[config.mk]
export PLATFORM = sky130hd
export DESIGN_NAME = bsc_exec_sequencer_flat
export DESIGN_NICKNAME = d
export VERILOG_FILES = /design/src/rtl/bsc_pkg.sv /design/src/rtl/bsc_exec_sequencer_if.sv /design/src/rtl/bsc_exec_sequencer.sv /design/src/flat_wrapper.sv
export SDC_FILE = /design/constraint.sdc
export NUM_CORES = 1
export LEC_CHECK = 0
export CORE_MARGIN = 2
export CORE_UTILIZATION = 45
export CTS_BUF_LIST = sky130_fd_sc_hd__clkbuf_8
export DETAILED_ROUTE_END_ITERATION = 8
export GPL_TIMING_DRIVEN = 0
export PLACE_DENSITY_LB_ADDON = 0.2
export SLEW_MARGIN = 10
export SYNTH_ARGS = -nofsm -noshare
export SYNTH_HDL_FRONTEND = slang
export SYNTH_SLANG_ARGS = --single-unit
export TNS_END_PERCENT = 1
[constraint.sdc]
create_clock -name clk -period 2.8 [get_ports clk]
set_clock_uncertainty 0.1 [all_clocks]
set_input_delay 0.84 -clock clk [delete_from_list [all_inputs] [get_ports clk]]
set_output_delay 0.84 -clock clk [all_outputs]
set_load 0.01 [all_outputs]
[src/rtl/bsc_pkg.sv]
// Shared definitions for the bit-serial CPU execution sequencer.
// Holds opcode and ALU-select encodings, instr field positions, the sequencer
// state enum and the opcode decode table.
package bsc_pkg;

  localparam logic [3:0] OpNop  = 4'd0;
  localparam logic [3:0] OpAdd  = 4'd1;
  localparam logic [3:0] OpSub  = 4'd2;
  localparam logic [3:0] OpAnd  = 4'd3;
  localparam logic [3:0] OpOr   = 4'd4;
  localparam logic [3:0] OpXor  = 4'd5;
  localparam logic [3:0] OpLdi  = 4'd6;
  localparam logic [3:0] OpMov  = 4'd7;
  localparam logic [3:0] OpAddi = 4'd8;
  localparam logic [3:0] OpHalt = 4'd15;

  localparam logic [2:0] AluPass = 3'd0;
  localparam logic [2:0] AluAdd  = 3'd1;
  localparam logic [2:0] AluSub  = 3'd2;
  localparam logic [2:0] AluAnd  = 3'd3;
  localparam logic [2:0] AluOr   = 3'd4;
  localparam logic [2:0] AluXor  = 3'd5;
  localparam logic [2:0] AluImm  = 3'd6;

  localparam int unsigned InstrRdLsb  = 0;
  localparam int unsigned InstrRs1Lsb = 2;
  localparam int unsigned InstrRs2Lsb = 4;
  localparam int unsigned InstrImmLsb = 4;

  typedef enum logic [2:0] {StIdle, StDecode, StExec, StDone, StHalt} state_e;

  typedef enum logic [1:0] {KindNop, KindExec, KindHalt} kind_e;

  typedef struct packed {
    kind_e      kind;
    logic [2:0] alu_op;
    logic       src_imm;
    logic       upd_zero;
    logic       upd_carry;
    logic       sub;
  } dec_t;

  // Illegal opcodes (9..14) fall through to the NOP defaults.
  function automatic dec_t decode(logic [3:0] op);
    dec_t d;
    d.kind      = KindNop;
    d.alu_op    = AluPass;
    d.src_imm   = 1'b0;
    d.upd_zero  = 1'b0;
    d.upd_carry = 1'b0;
    d.sub       = 1'b0;
    case (op)
      OpAdd: begin
        d.kind = KindExec; d.alu_op = AluAdd; d.upd_zero = 1'b1; d.upd_carry = 1'b1;
      end
      OpSub: begin
        d.kind = KindExec; d.alu_op = AluSub; d.upd_zero = 1'b1; d.upd_carry = 1'b1;
        d.sub = 1'b1;
      end
      OpAnd: begin d.kind = KindExec; d.alu_op = AluAnd; d.upd_zero = 1'b1; end
      OpOr:  begin d.kind = KindExec; d.alu_op = AluOr;  d.upd_zero = 1'b1; end
      OpXor: begin d.kind = KindExec; d.alu_op = AluXor; d.upd_zero = 1'b1; end
      OpLdi: begin d.kind = KindExec; d.alu_op = AluImm; d.src_imm = 1'b1; end
      OpMov: begin d.kind = KindExec; d.alu_op = AluPass; end
      OpAddi: begin
        d.kind = KindExec; d.alu_op = AluAdd; d.src_imm = 1'b1;
        d.upd_zero = 1'b1; d.upd_carry = 1'b1;
      end
      OpHalt: d.kind = KindHalt;
      default: ;
    endcase
    return d;
  endfunction

endpackage

[src/rtl/bsc_exec_sequencer_if.sv]
// Instruction-in / datapath-control bundle of the execution sequencer.
// master: instruction loader + datapath side (drives inst_valid, opcode, instr,
//         alu_bit, carry_out). slave: the sequencer (drives all control/flags).
interface bsc_exec_sequencer_if #(
  parameter int unsigned W = 8
);
  localparam int unsigned IDX_W = $clog2(W);

  logic             inst_valid;
  logic [3:0]       opcode;
  logic [11:0]      instr;
  logic             alu_bit;
  logic             carry_out;

  logic             busy;
  logic             shift_en;
  logic [IDX_W-1:0] bit_idx;
  logic [2:0]       alu_op;
  logic             carry_in;
  logic [1:0]       rd_sel;
  logic [1:0]       rs1_sel;
  logic [1:0]       rs2_sel;
  logic             src_imm;
  logic             imm_bit;
  logic             wb_en;
  logic             done;
  logic             zero_flag;
  logic             carry_flag;
  logic             overrun;
  logic             halted;

  modport master (
    output inst_valid, opcode, instr, alu_bit, carry_out,
    input  busy, shift_en, bit_idx, alu_op, carry_in, rd_sel, rs1_sel, rs2_sel,
           src_imm, imm_bit, wb_en, done, zero_flag, carry_flag, overrun, halted
  );

  modport slave (
    input  inst_valid, opcode, instr, alu_bit, carry_out,
    output busy, shift_en, bit_idx, alu_op, carry_in, rd_sel, rs1_sel, rs2_sel,
           src_imm, imm_bit, wb_en, done, zero_flag, carry_flag, overrun, halted
  );

endinterface

[src/rtl/bsc_exec_sequencer.sv]
// Control FSM of the bit-serial CPU core. Latches one instruction, decodes it,
// then drives W LSB-first shift cycles with ALU select, carry and writeback
// strobes. Owns the carry/zero flags and the sticky overrun indication.
// Ports: clk, rst_n (async active-low), bus_io (slave side of the sequencer
// interface: instruction handshake in, datapath control and flags out).
module bsc_exec_sequencer
  import bsc_pkg::*;
#(
  parameter int unsigned W = 8
) (
  input logic                  clk,
  input logic                  rst_n,
  bsc_exec_sequencer_if.slave  bus_io
);
  localparam int unsigned IDX_W = $clog2(W);

  state_e           state_q, state_d;
  logic [3:0]       op_q, op_d;
  logic [1:0]       rd_q, rd_d, rs1_q, rs1_d, rs2_q, rs2_d;
  logic [7:0]       imm_q, imm_d;
  logic [IDX_W-1:0] bit_idx_q, bit_idx_d;
  logic             carry_q, carry_d;
  logic             zacc_q, zacc_d;
  logic             zflag_q, zflag_d;
  logic             cflag_q, cflag_d;
  logic             overrun_q, overrun_d;
  logic             shift_en, wb_en, done, imm_bit;
  dec_t             dec;

  assign dec = decode(op_q);

  always_comb begin
    state_d   = state_q;
    op_d      = op_q;
    rd_d      = rd_q;
    rs1_d     = rs1_q;
    rs2_d     = rs2_q;
    imm_d     = imm_q;
    bit_idx_d = bit_idx_q;
    carry_d   = carry_q;
    zacc_d    = zacc_q;
    zflag_d   = zflag_q;
    cflag_d   = cflag_q;
    overrun_d = overrun_q | (bus_io.inst_valid & (state_q != StIdle));
    shift_en  = 1'b0;
    wb_en     = 1'b0;
    done      = 1'b0;
    case (state_q)
      StIdle: begin
        if (bus_io.inst_valid) begin
          op_d    = bus_io.opcode;
          rd_d    = bus_io.instr[InstrRdLsb +: 2];
          rs1_d   = bus_io.instr[InstrRs1Lsb +: 2];
          rs2_d   = bus_io.instr[InstrRs2Lsb +: 2];
          imm_d   = bus_io.instr[InstrImmLsb +: 8];
          state_d = StDecode;
        end
      end
      StDecode: begin
        // SUB seeds the +1 of the two's complement at bit 0.
        carry_d   = dec.sub;
        zacc_d    = 1'b1;
        bit_idx_d = '0;
        case (dec.kind)
          KindExec: state_d = StExec;
          KindHalt: state_d = StHalt;
          default:  state_d = StDone;
        endcase
      end
      StExec: begin
        shift_en = 1'b1;
        wb_en    = 1'b1;  // NOP never reaches EXEC
        carry_d  = bus_io.carry_out;
        zacc_d   = zacc_q & ~bus_io.alu_bit;
        if (bit_idx_q == IDX_W'(W - 1)) begin
          state_d = StDone;
        end else begin
          bit_idx_d = bit_idx_q + IDX_W'(1);
        end
      end
      StDone: begin
        done = 1'b1;
        if (dec.upd_zero)  zflag_d = zacc_q;
        if (dec.upd_carry) cflag_d = carry_q;
        state_d = StIdle;
      end
      StHalt: ;
      default: state_d = StIdle;
    endcase
  end

  // imm8 bit select; positions at or above 8 (wide W) read as 0.
  always_comb begin
    imm_bit = 1'b0;
    for (int unsigned i = 0; i < 8; i++) begin
      if (i < W && bit_idx_q == IDX_W'(i)) imm_bit = imm_q[i];
    end
  end

  always_ff @(posedge clk or negedge rst_n) begin
    if (!rst_n) begin
      state_q   <= StIdle;
      op_q      <= '0;
      rd_q      <= '0;
      rs1_q     <= '0;
      rs2_q     <= '0;
      imm_q     <= '0;
      bit_idx_q <= '0;
      carry_q   <= 1'b0;
      zacc_q    <= 1'b0;
      zflag_q   <= 1'b0;
      cflag_q   <= 1'b0;
      overrun_q <= 1'b0;
    end else begin
      state_q   <= state_d;
      op_q      <= op_d;
      rd_q      <= rd_d;
      rs1_q     <= rs1_d;
      rs2_q     <= rs2_d;
      imm_q     <= imm_d;
      bit_idx_q <= bit_idx_d;
      carry_q   <= carry_d;
      zacc_q    <= zacc_d;
      zflag_q   <= zflag_d;
      cflag_q   <= cflag_d;
      overrun_q <= overrun_d;
    end
  end

  assign bus_io.busy       = (state_q != StIdle);
  assign bus_io.halted     = (state_q == StHalt);
  assign bus_io.shift_en   = shift_en;
  assign bus_io.wb_en      = wb_en;
  assign bus_io.done       = done;
  assign bus_io.bit_idx    = bit_idx_q;
  assign bus_io.alu_op     = dec.alu_op;
  assign bus_io.src_imm    = dec.src_imm;
  assign bus_io.imm_bit    = imm_bit;
  assign bus_io.carry_in   = carry_q;
  assign bus_io.rd_sel     = rd_q;
  assign bus_io.rs1_sel    = rs1_q;
  assign bus_io.rs2_sel    = rs2_q;
  assign bus_io.zero_flag  = zflag_q;
  assign bus_io.carry_flag = cflag_q;
  assign bus_io.overrun    = overrun_q;

endmodule

[src/flat_wrapper.sv]
// flat-port wrapper written by rule: the top's interface ports become plain ports
module bsc_exec_sequencer_flat import bsc_pkg::*;
#(
  parameter int unsigned W = 8
)
  (clk, rst_n, bus_io_inst_valid, bus_io_opcode, bus_io_instr, bus_io_alu_bit, bus_io_carry_out, bus_io_busy, bus_io_shift_en, bus_io_bit_idx, bus_io_alu_op, bus_io_carry_in, bus_io_rd_sel, bus_io_rs1_sel, bus_io_rs2_sel, bus_io_src_imm, bus_io_imm_bit, bus_io_wb_en, bus_io_done, bus_io_zero_flag, bus_io_carry_flag, bus_io_overrun, bus_io_halted);
  bsc_exec_sequencer_if #(.W(W)) bus_io_i ();
  input logic clk;
  input logic rst_n;
  input wire logic [$bits(bus_io_i.inst_valid)-1:0] bus_io_inst_valid;
  input wire logic [$bits(bus_io_i.opcode)-1:0] bus_io_opcode;
  input wire logic [$bits(bus_io_i.instr)-1:0] bus_io_instr;
  input wire logic [$bits(bus_io_i.alu_bit)-1:0] bus_io_alu_bit;
  input wire logic [$bits(bus_io_i.carry_out)-1:0] bus_io_carry_out;
  output wire logic [$bits(bus_io_i.busy)-1:0] bus_io_busy;
  output wire logic [$bits(bus_io_i.shift_en)-1:0] bus_io_shift_en;
  output wire logic [$bits(bus_io_i.bit_idx)-1:0] bus_io_bit_idx;
  output wire logic [$bits(bus_io_i.alu_op)-1:0] bus_io_alu_op;
  output wire logic [$bits(bus_io_i.carry_in)-1:0] bus_io_carry_in;
  output wire logic [$bits(bus_io_i.rd_sel)-1:0] bus_io_rd_sel;
  output wire logic [$bits(bus_io_i.rs1_sel)-1:0] bus_io_rs1_sel;
  output wire logic [$bits(bus_io_i.rs2_sel)-1:0] bus_io_rs2_sel;
  output wire logic [$bits(bus_io_i.src_imm)-1:0] bus_io_src_imm;
  output wire logic [$bits(bus_io_i.imm_bit)-1:0] bus_io_imm_bit;
  output wire logic [$bits(bus_io_i.wb_en)-1:0] bus_io_wb_en;
  output wire logic [$bits(bus_io_i.done)-1:0] bus_io_done;
  output wire logic [$bits(bus_io_i.zero_flag)-1:0] bus_io_zero_flag;
  output wire logic [$bits(bus_io_i.carry_flag)-1:0] bus_io_carry_flag;
  output wire logic [$bits(bus_io_i.overrun)-1:0] bus_io_overrun;
  output wire logic [$bits(bus_io_i.halted)-1:0] bus_io_halted;
  assign bus_io_i.inst_valid = bus_io_inst_valid;
  assign bus_io_i.opcode = bus_io_opcode;
  assign bus_io_i.instr = bus_io_instr;
  assign bus_io_i.alu_bit = bus_io_alu_bit;
  assign bus_io_i.carry_out = bus_io_carry_out;
  assign bus_io_busy = bus_io_i.busy;
  assign bus_io_shift_en = bus_io_i.shift_en;
  assign bus_io_bit_idx = bus_io_i.bit_idx;
  assign bus_io_alu_op = bus_io_i.alu_op;
  assign bus_io_carry_in = bus_io_i.carry_in;
  assign bus_io_rd_sel = bus_io_i.rd_sel;
  assign bus_io_rs1_sel = bus_io_i.rs1_sel;
  assign bus_io_rs2_sel = bus_io_i.rs2_sel;
  assign bus_io_src_imm = bus_io_i.src_imm;
  assign bus_io_imm_bit = bus_io_i.imm_bit;
  assign bus_io_wb_en = bus_io_i.wb_en;
  assign bus_io_done = bus_io_i.done;
  assign bus_io_zero_flag = bus_io_i.zero_flag;
  assign bus_io_carry_flag = bus_io_i.carry_flag;
  assign bus_io_overrun = bus_io_i.overrun;
  assign bus_io_halted = bus_io_i.halted;
  bsc_exec_sequencer #(.W(W)) u_core (.clk(clk), .rst_n(rst_n), .bus_io(bus_io_i));
endmodule
---- Word level (Yosys, flattened, before mapping) ----
Index checks and enable logic that the tools add are counted.
word-level totals
  register bits ........................... 29
  input bits .............................. 21
  logic and storage cells ................. 81
operators by class
  $add $sub $neg .......................... 1
  equality and inequality tests ........... 25
  mux-type cells .......................... 24
  bitwise operators ....................... 5
  reductions and logical operators ........ 14
operator list
  cell                                                  count
  one-hot mux 3 bit (6 select lines)                    1
  equality test 4 x 3 -> 1 bit (second input constant)  4
  equality test 3 bit (second input constant)           5
  2-to-1 mux 1 bit                                      14
  equality test 3 x 2 -> 1 bit (second input constant)  4
  one-hot mux 3 bit (2 select lines)                    2
  one-hot mux 3 bit (4 select lines)                    1
  2-to-1 mux 3 bit                                      3
  equality test 4 x 2 -> 1 bit (second input constant)  2
  equality test 4 bit (second input constant)           2
  AND reduction 2 bit                                   4
  OR reduction 8 bit                                    1
  equality test 3 x 1 -> 1 bit (second input constant)  2
  logical NOT 3 bit                                     2
  OR reduction 6 bit                                    1
  equality test 4 x 1 -> 1 bit (second input constant)  1
  inequality test 2 bit (second input constant)         2
  one-hot mux 1 bit (2 select lines)                    2
  one-hot mux 2 bit (2 select lines)                    1
  OR reduction 2 bit                                    2
  adder 3 x 1 -> 3 bit (second input constant)          1
  AND reduction 3 bit                                   1
  nonzero test 3 bit                                    1
  OR reduction 3 bit                                    1
  7 further kinds                                       9

---- Depth between registers and ports, before layout ----
  word-level depth ........................ 9
  mapped depth ............................ 7
  depth with buffers taken out ............ 6

---- Worst setup path after synthesis ----
No wires, ideal clock.
  path kind ............................... register to output
  start point ............................. register u_core.bit_idx_q[0] (netlist: u_core.bus_io.bit_idx[0])
  end point ............................... output bus_io_imm_bit
  arrival time ............................ 1539 ps
  required time ........................... 1860 ps
  path slack .............................. 321 ps
  cell stages (with the launch flop) ...... 6
  path through ............................ dfrtp_1 ha_1 ha_1 a211oi_1 a21oi_1 o31ai_1
between the ends
  word-level cells in the longest chain between the ends .. 9
ends and longest elaborated chain
  element                        RTL line                   text
  start: declaration             bsc_exec_sequencer.sv:21   logic [IDX_W-1:0] bit_idx_q, bit_idx_d;
  start signal: assignment       bsc_exec_sequencer.sv:121  bit_idx_q <= bit_idx_d;
  logical NOT 3 bit              bsc_exec_sequencer.sv:96   if (i < W && bit_idx_q == IDX_W'(i)) imm_bit = imm_q[i];
  2-to-1 mux 1 bit (7 in a row)  bsc_exec_sequencer.sv:96
  2-to-1 mux 1 bit *             bsc_exec_sequencer.sv:96
  end: declaration               flat_wrapper.sv:24         output wire logic [$bits(bus_io_i.imm_bit)-1:0] bus_io_imm_bit;
Mark *: on every way between the ends. The rest lies on a longest branch, timed or not.

---- Worst setup path in the final report ----
  start point ............................. register u_core.bit_idx_q[1] (netlist: u_core.bus_io.bit_idx[1])
  end point ............................... output bus_io_imm_bit
Same word-level chain as after synthesis.

==> summary.txt <==
Outcome
  – Status: complete, no violations

Setup path
  – WP data required: ~1.9 ns
  – Crit-path max FO: 3
  – CP max stage cell: dfrtp_1
  – CP startpoint kind: flip-flop
  – Crit path arrival time: 1.85 ns
  – Cell Chain, Critical Path: buf_6 -> inv_2 -> ha_4 -> nor4bb_2 -> nor3_1 -> a21oi_1 -> o31ai_1 -> buf_2
  – Largest delay share family, worst path: flip-flops
  – Crit path capture type: primary output
  – Maximum single-stage delay on the critical path: 0.43 ns
  – Setup Crit Path Kind: flip-flop to primary output
  – WP buf/inv: 3

Floorplanning
  – Overall die width: 62.34 um
  – Rows: 21
  – IO Pins: 44
  – Initial Util: a little under half
  – Core footprint: 3311 um^2
  – Die area: 3886 um^2
  – Die H: 62.34 um

Placed design
  – Dpl hpwl: 2430 um
  – DP Cell Count: around 240
  – Gpl congestion: 0.8670
  – PortBufs: 43

Drt
  – WL/cell: 14.38 um
  – Drt pass-1 iters: 5
  – DR iter-0 viols: 80
  – Vias: roughly 1300
  – Vias per inst: 5.189
  – Total routed wirelength: 3581 um
  – Drt drc: 0
  – Routed Antenna Nets: 0

CTS
  – CTS buffer count: 3
  – H-tree level count: 1
  – Clock-pin slew on the worst setup and hold paths: 0.09 ns
  – Clk buf depth: 2
  – Clock Sinks: 27
  – Root Driver: clkbuf_8
  – CTS tree: yes
  – Worst skew pair latency: 0.27 ns

Final layout
  – Reg area: 679.4 um^2
  – Final core utilization: 66.06%
  – Nets: 232
  – Share of cells above drive strength 1: 24.14%
  – Area of the multi-input gates: 825.8 um^2
  – # diodes: 0
  – Area Growth Syn to Fin: 42.81%
  – Fin cells: roughly 250
  – Fillers: 272

Timing
  – Worst Tran Pin Value: 0.5994 ns
  – Crit path time final: 2.786 ns
  – WHS: between 0.3 and 0.4 ns
  – Max_slew headroom: 60.04%
  – Unrepaired setup endpoints after global routing: true
  – Final setup violating endpoints: 0
  – FMAX: 0.3590 GHz
  – Tcrit/Tclk final: between 90% and 100%
  – Final Hold Viols: 0
  – Max-slew violations: 0

GRT
  – First-pass GRT wire length: 5720 um
  – Vias in the first global route: approximately 1300
  – Grt ovf: 0
  – Largest net degree at the start of global routing: 28
  – Total track usage: 18.33%
  – Initial antenna violation count: 0

Flow run
  – # Max-Cap Violations: 0

Synth
  – Post-Synthesis Cells: 150
  – Synth cell types: 38
  – Syn avg cell area: 10.21 um^2
  – Synth Register Bits: 27
  – Ys Warns: 0
  – Cell Area, Synth: 1531 um^2
  – Seq/Total Area, Yosys: 44.12%
  – Syn Nets: 178

Min path
  – HP Class: flip-flop to flip-flop

Power
  – PwrDens: 1082 nW/um^2
  – Leak pwr: approximately 0.94 nW
  – Maximum vdd drop: about 0.53 mV
[power by group]
part	total, mW	internal [mW]	switching (mW)
logic	1.44	0.789	0.651
registers	0.711	0.570	0.141
clock network	0.215	0.0982	0.116
[cell usage after synthesis]
| library cell | instances | area (um^2) |
|---|---|---|
| buf_1 | 1 | 3.750 |
| o21ai_0 | 10 | 50.05 |
| a31oi_1 | 2 | 12.51 |
| nand2_1 | 10 | 37.54 |
| a21o_1 | 2 | 15.01 |
| or3_4 | 1 | 11.26 |
| mux2_4 | 4 | 60.06 |
| dfrtp_1 | 27 | 675.7 |
| o2111a_1 | 1 | 11.26 |
| nand4b_1 | 1 | 8.760 |
| buf_2 | 1 | 5.000 |
| a21oi_1 | 10 | 50.05 |
| inv_1 | 9 | 33.78 |
| nor4bb_1 | 1 | 10.01 |
| nand3_1 | 1 | 5.000 |
| buf_4 | 3 | 22.52 |
| xor2_1 | 2 | 17.52 |
| ha_1 | 7 | 87.58 |
| o21bai_1 | 1 | 7.510 |
| nor2_8 | 1 | 20.02 |
| a221oi_1 | 1 | 8.760 |
| and4_1 | 1 | 8.760 |
| or3_1 | 1 | 6.260 |
| nor2_1 | 14 | 52.55 |
| mux2i_1 | 2 | 20.02 |
| or3b_1 | 1 | 8.760 |
| o31ai_1 | 1 | 7.510 |
| a22o_1 | 3 | 26.28 |
| nor3_1 | 4 | 20.02 |
| clkbuf_1 | 5 | 18.77 |
| buf_8 | 1 | 15.01 |
| and2_1 | 1 | 6.260 |
| a211oi_1 | 3 | 22.52 |
| nand2b_1 | 2 | 12.51 |
| nand3b_1 | 2 | 15.01 |
| mux2_2 | 11 | 123.9 |
| nor2b_1 | 1 | 6.260 |
| nor3b_1 | 1 | 7.510 |
[metrics by stage]
stage          power [mW]  setup TNS, ns  area [um^2]  setup slack (ns)
2_1_floorplan       1.504              0         1531            0.3206
3_3_place_gp        1.972        -0.1829         2019           -0.1829
3_5_place_dp        2.018        -0.2069         2019           -0.2069
4_1_cts             2.280              0         2106          0.001214
5_1_grt             2.551        -0.1176         2187           -0.1176
6_report            2.366              0         2187           0.01445
[metal layers]
metal	share of wire, %	vias to the layer above	track usage, %	wire (um)
met5	0	-	0	0
met4	1.3	0	9.722	48
met3	3.6	4	2.536	130
met2	52	31	33.70	1876
met1	43	630	20.47	1525
li1	-	627	-	-
[worst register-to-register path, delay by kind of cell, from the launching register on]
| kind | cells | cell delay, ns |
|---|---|---|
| multiplexers | 1 | 0.30 |
| flip-flops | 1 | 0.47 |
| AND/OR/NAND/NOR | 2 | 0.66 |
| buffers and inverters | 1 | 0.18 |
[what timing repair did]
item                       4_1_cts  5_1_grt
resized for setup               10       19
setup buffers                    4        3
pin swaps                        1        3
setup endpoints to repair        3        6
hold buffers                     0        0
[kinds of logic after synthesis]
logic type | count (synthesis) | share of synthesized area (%)
simple gates | 43 | 15.44
flops | 27 | 44.12
mux | 17 | 13.32
xor+xnor | 2 | 1.144
fa+ha+maj | 7 | 5.719
buf+inv | 20 | 6.453
compound gates | 34 | 13.81
[path summary, 6_finish.rpt]
| path | end | cells after the start | slack (ns) | from |
|---|---|---|---|---|
| max | bus_io_imm_bit | 8 | 0.01 | u_core.bus_io.bit_idx[1]$_DFFE_PN0P_ |
| max in group asynchronous | u_core.bus_io.bit_idx[0]$_DFFE_PN0P_ | 1 | 1.71 | rst_n |
| min reg2reg | u_core.bus_io.overrun$_DFF_PN0_ | 1 | 0.38 | u_core.bus_io.overrun$_DFF_PN0_ |
| max reg2reg | u_core.bus_io.rs1_sel[1]$_DFFE_PN0P_ | 4 | 0.98 | u_core.state_q[0]$_DFFE_PN0P_ |
| min | u_core.bus_io.overrun$_DFF_PN0_ | 1 | 0.38 | u_core.bus_io.overrun$_DFF_PN0_ |
| min in group asynchronous | u_core.state_q[2]$_DFFE_PN0P_ | 1 | 0.47 | rst_n |
[sequential cells by signal, indices dropped and copies added (netlist names)]
| register | flops |
|---|---|
| u_core.imm_q | 8 |
| u_core.op_q | 4 |
| u_core.bus_io.bit_idx | 3 |
| u_core.state_q | 3 |
| u_core.bus_io.rd_sel | 2 |
| u_core.bus_io.rs1_sel | 2 |
| u_core.bus_io.carry_flag | 1 |
| u_core.bus_io.carry_in | 1 |
| u_core.bus_io.overrun | 1 |
| u_core.bus_io.zero_flag | 1 |
| u_core.zacc_q | 1 |
[area by class of cell]
| cell class | instances | share of cell area [%] |
|---|---|---|
| Clock inverter | 1 | 0.1716 |
| Tap cell | 46 | 2.632 |
| Clock buffer | 3 | 1.888 |
| Timing Repair Buffer | 50 | 21.91 |
| Sequential cell | 27 | 31.06 |
| Inverter | 9 | 1.545 |
| Multi-Input combinational cell | 103 | 37.76 |
| Buffer | 10 | 3.032 |
[cells in the final DEF, fill, tap and decap left out, drive strengths merged, types with 2 or more instances in the layout]
| cell type | count |
|---|---|
| a21o | 2 |
| xor2 | 2 |
| inv | 10 |
| nand3b | 2 |
| mux2i | 2 |
| clkbuf | 6 |
| nor3 | 4 |
| clkdlybuf4s50 | 40 |
| o21ai | 10 |
| nor2 | 15 |
| a211oi | 3 |
| ha | 7 |
| dfrtp | 27 |
| a31oi | 2 |
| or3 | 2 |
| nand2b | 2 |
| nand2 | 10 |
| mux2 | 15 |
| a22o | 3 |
| a21oi | 10 |
| buf | 16 |
No activity file was read; power rests on OpenSTA's default activity.
==> RTL edit 1: new RTL, config.mk and constraints unchanged <==
Encoding of `state_e`: now one-hot (5 bits for 5 states).
--- a/src/rtl/bsc_pkg.sv
+++ b/src/rtl/bsc_pkg.sv
@@ -27,7 +27,7 @@
   localparam int unsigned InstrRs2Lsb = 4;
   localparam int unsigned InstrImmLsb = 4;
 
-  typedef enum logic [2:0] {StIdle, StDecode, StExec, StDone, StHalt} state_e;
+  typedef enum logic [4:0] {StIdle = 5'b00001, StDecode = 5'b00010, StExec = 5'b00100, StDone = 5'b01000, StHalt = 5'b10000} state_e;
 
   typedef enum logic [1:0] {KindNop, KindExec, KindHalt} kind_e;
 
Check against the original RTL: no difference found for any inputs over 10 cycles, from zero or initial values and one cycle with rst_n low; not proved beyond that.
==> RTL edit 1 against the unedited design <==
Synthesized cell count fell by 9.3%; global-route usage rose by 0.23 points; routed wire length fell by 4.7%; cell area rose by 4.6%; power fell by 1.9%; sequential cell count rose by 2; register-to-register slack got worse by 510 ps; setup slack improved by 52 ps; combinational power fell by 20%; critical path depth fell by 1; synthesized area rose by 2.9%; largest cell class unchanged.
==> RTL edit 1: results (changes against the unedited design) <==
stage;metric;value;unit;change
cells_and_area;num-nets-final;220;;-5.2%
synthesis;yosysSeqAreaShare;46.1;%;+2.0 points
routing;firstDrtPassIters;4;;-1
global_route;grt_usage;18.6;%;+0.23 points
placed_design;post-place-ws;-400;ps;-193 ps
critical_path;path_max_fanout;4;;+1
synthesis;synthTopCellsByArea;dfrtp_1 (44%), mux2_4 (8.6%), mux2_2 (7.1%), ha_1 (6.4%), a21oi_1 (2.2%);;
status;status;finished, final reports clean;;
placed_design;place_congestion;0.730;;-16%
critical_path;r2r_cells;6;;+2
routing;vias;1225;;-5.2%
placed_design;place_inst;225;;-5.9%
synthesis;synth_area_per_cell;11.6;um2;+13%
synthesis;synth_top_cells_by_count;dfrtp_1 (28), mux2_2 (10), mux2_4 (9);;
pwr;peakVddDrop;0.000539;V;+1.3%
critical_path;rr_startpoint;u_core.state_q[1]$_DFFE_PN0P_;;
clocking;htree_levels;2;;+1
global_route;grt_pass1_vias;1316;;+1.5%
timing;whs;359;ps;-18.9 ps
clocking;cts_buffers;5;;+2
cells_and_area;fin_cells;238;;-4.4%
routing;drtIter0Drc;45;;-44%
critical_path;r2r_slack;470;ps;-510 ps
critical_path;worst_r2r_endpoint;u_core.op_q[0]$_DFFE_PN0P_;;
placed_design;hpwl;2.37;mm;-2.5%
clocking;cts.path.max_buffers;2;;unchanged
timing;slew_headroom;31.3;%;-29 points
cells_and_area;drive_above_1_share;33.3;%;+9.2 points
global_route;grt_max_degree;30;;+7.1%
placed_design;placedInstanceArea;2060;um2;+1.9%
timing;fmax;366;MHz;+1.9%
[RTL edit 1: how the worst min path moves through the flow]
stage                               startpoint                              end  cells past startpoint
6_report       u_core.bus_io.overrun$_DFF_PN0_  u_core.bus_io.overrun$_DFF_PN0_                      1
5_1_grt        u_core.bus_io.overrun$_DFF_PN0_  u_core.bus_io.overrun$_DFF_PN0_                      1
4_1_cts        u_core.bus_io.overrun$_DFF_PN0_  u_core.bus_io.overrun$_DFF_PN0_                      1
3_5_place_dp   u_core.bus_io.overrun$_DFF_PN0_  u_core.bus_io.overrun$_DFF_PN0_                      1
3_3_place_gp   u_core.bus_io.overrun$_DFF_PN0_  u_core.bus_io.overrun$_DFF_PN0_                      1
2_1_floorplan      u_core.imm_q[2]$_DFFE_PN0P_      u_core.imm_q[2]$_DFFE_PN0P_                      1
[RTL edit 1: layout make-up]
cell class | count | area (um2)
flip-flops and latches | 29 | 729
plain buffers | 8 | 68.8
clock buffers | 6 | 82.6
fillers | 267 | 1050
well taps | 46 | 57.6
clock inverters | 2 | 33.8
inverters | 8 | 30.0
multi-input cells | 90 | 826
repair buffers | 49 | 459
[RTL edit 1: report_power, final]
| part | total [mW] | switching, mW | internal [mW] | leakage (nW) |
|---|---|---|---|---|
| registers | 0.728 | 0.143 | 0.585 | 0.350 |
| logic | 1.15 | 0.476 | 0.672 | 0.644 |
| clock network | 0.444 | 0.158 | 0.286 | 0.0626 |
[RTL edit 1: layer usage]
metal / share of wire (%) / vias up / track usage (%)
met4: 1.5 / 0 / 9.17
met2: 51 / 39 / 32.4
met5: 0 / - / 0
li1: - / 593 / -
met1: 41 / 587 / 20.5
met3: 6.3 / 6 / 5.36
[RTL edit 1: cells by family (layout without fill, tap and decap cells)]
group	Yosys count	count (layout)	share of synthesized area, %
XOR/XNOR	1	1	0.556
flip-flops	29	29	46.1
adder cells (fa/ha/maj)	8	8	6.35
AO/OA/AOI/OAI	24	24	10.1
AND/OR/NAND/NOR	36	36	13.6
buffers and inverters	17	73	6.27
multiplexers	21	21	17.0
[RTL edit 1: repair_timing]
action | 4_1_cts | 5_1_grt
endpoints found under the setup margin | 7 | 3
pin swaps | 1 | 2
gates resized for setup | 20 | 15
buffers inserted | 5 | 1
hold buffers | 0 | 0
gates cloned | 0 | 0
[RTL edit 1: worst max-delay path, stage by stage (launching register included)]
cell	delay [ps]
dfrtp_1	410
ha_4	190
ha_4	170
or3_1	300
o21ai_0	80
a221o_1	170
o21ai_1	60
buf_2	140
==> RTL edit 2: new RTL, same settings <==
Made on the original files. Set the package constant `InstrRs1Lsb` to 1 (it was 2).
--- a/src/rtl/bsc_pkg.sv
+++ b/src/rtl/bsc_pkg.sv
@@ -23,7 +23,7 @@
   localparam logic [2:0] AluImm  = 3'd6;
 
   localparam int unsigned InstrRdLsb  = 0;
-  localparam int unsigned InstrRs1Lsb = 2;
+  localparam int unsigned InstrRs1Lsb = 1;
   localparam int unsigned InstrRs2Lsb = 4;
   localparam int unsigned InstrImmLsb = 4;
 
Formal check against the unedited RTL: not equivalent (a bounded check fails within 4 cycles, from zero or initial values and one cycle with rst_n low).
==> RTL edit 2 against the unedited design <==
The flow now finishes with violations (setup timing); critical endpoint unchanged; largest cell class unchanged; cell area is 3.5% lower; synthesized area is 1.9% lower; largest power group unchanged; routed wire length is 5.4% lower; via count is 3.0% lower; power is 2.3% lower; utilization is 1.9 points higher; sequential cell count is 1 lower; cell count is 3.2% lower; setup slack worse by 18 ps.
==> RTL edit 2: results (changes against the unedited design) <==
stage;metric;value;unit;change
placed_design;place.port_buffers;42;;-2.3%
timing;slew_headroom;61.5;%;+1.5 points
status;violations;setup timing;;
critical_path;path_max_fanout;5;;+2
routing;drtIter0Drc;32;;-60%
routing;vias_per_cell;5.20;;+0.20%
timing;report.final.setup_viol;1;;+1
routing;wirelength;3.39;mm;-5.4%
placed_design;place_inst;235;;-1.7%
synthesis;syn_inst;149;;-0.67%
synthesis;yosysSeqAreaShare;43.3;%;-0.82 points
global_route;grt_pass1_vias;1213;;-6.5%
routing;vias;1253;;-3.0%
placed_design;post-place-ws;-239;ps;-32.5 ps
routing;firstDrtPassIters;4;;-1
cells_and_area;num-nets-final;227;;-2.2%
clocking;htree_levels;1;;unchanged
placed_design;place_congestion;0.786;;-9.4%
timing;finalWorstSetupSlack;-3.40;ps;-17.9 ps
pwr;p_leak;0.900;nW;-4.7%
clocking;cts.path.max_buffers;2;;unchanged
global_route;grt_max_degree;27;;-3.6%
status;status;finished with violations;;
global_route;grt_pass1_wl;5.60;mm;-2.1%
synthesis;syn-num-nets;177;;-0.56%
placed_design;hpwl;2.30;mm;-5.5%
clocking;clockRootBuffer;clkbuf_8;;
pwr;peakVddDrop;0.000472;V;-11%
cells_and_area;drive_above_1_share;23.9;%;-0.28 points
global_route;grt_usage;19.7;%;+1.4 points
==> RTL edit 2: area by class of cell <==
cell class	instances	area, um2
Fill cell	277	993
Multi-Input combinational cell	102	811
Sequential cell	26	656
Timing Repair Buffer	46	440
Buffer	11	72.6
Tap cell	44	55.1
Clock buffer	3	41.3
Inverter	9	33.8
==> RTL edit 2: path summary, 6_finish.rpt <==
kind | from | end | slack (ps) | cells past startpoint
hold reg to reg | u_core.bus_io.overrun$_DFF_PN0_ | u_core.bus_io.overrun$_DFF_PN0_ | 380 | 1
min in group asynchronous | rst_n | u_core.imm_q[2]$_DFFE_PN0P_ | 460 | 1
max in group asynchronous | rst_n | u_core.bus_io.bit_idx[0]$_DFFE_PN0P_ | 1730 | 1
hold / removal | u_core.bus_io.overrun$_DFF_PN0_ | u_core.bus_io.overrun$_DFF_PN0_ | 380 | 1
setup / recovery | u_core.bus_io.bit_idx[0]$_DFFE_PN0P_ | bus_io_imm_bit | -3 | 8
setup reg to reg | u_core.bus_io.bit_idx[0]$_DFFE_PN0P_ | u_core.bus_io.bit_idx[1]$_DFFE_PN0P_ | 1000 | 5
==> RTL edit 2: cell families after synthesis <==
group / count (synthesis) / synth area share [%]
buf+inv: 21 / 7.08
flops: 26 / 43.3
simple gates: 43 / 15.7
compound gates: 34 / 14.1
fa+ha+maj: 7 / 5.83
xor+xnor: 2 / 1.17
mux: 16 / 12.8
==> RTL edit 2: per-stage QoR <==
| step | TNS [ps] | area (um2) |
|---|---|---|
| floorplan | 0 | 1500 |
| global placement | -181 | 1980 |
| detailed placement | -239 | 1980 |
| CTS | -8.05 | 2060 |
| global route | -131 | 2110 |
| finish | -3.40 | 2110 |
==> RTL edit 2: routing by layer <==
metal	track usage [%]	vias to the layer above	part of all wire [%]
met5	0	-	0
met4	5.47	0	1.8
met3	3.11	7	5.2
met2	33.7	44	48
met1	26.0	585	45
li1	-	617	-
==> RTL edit 2: critical path, stage by stage, from the launching register on <==
cell     delay [ps]
dfrtp_2         450
buf_4           170
inv_2            70
ha_1            240
a21oi_1          50
o21ai_1          90
a21oi_1         100
o31ai_1         250
buf_2           180
==> RTL edit 2: power by group <==
group	leakage [nW]	internal [mW]	total [mW]	switching [mW]
combinational	0.570	0.772	1.41	0.636
sequential	0.309	0.550	0.692	0.143
clock	0.0216	0.0965	0.212	0.115
==> RTL edit 2: what timing repair did <==
item / 4_1_cts / 5_1_grt
gates resized for setup: 14 / 14
hold buffers: 0 / 0
endpoints found under the hold margin: 0 / 0
setup buffers: 3 / 1
endpoints found under the setup margin: 2 / 6
pin swaps: 1 / 1
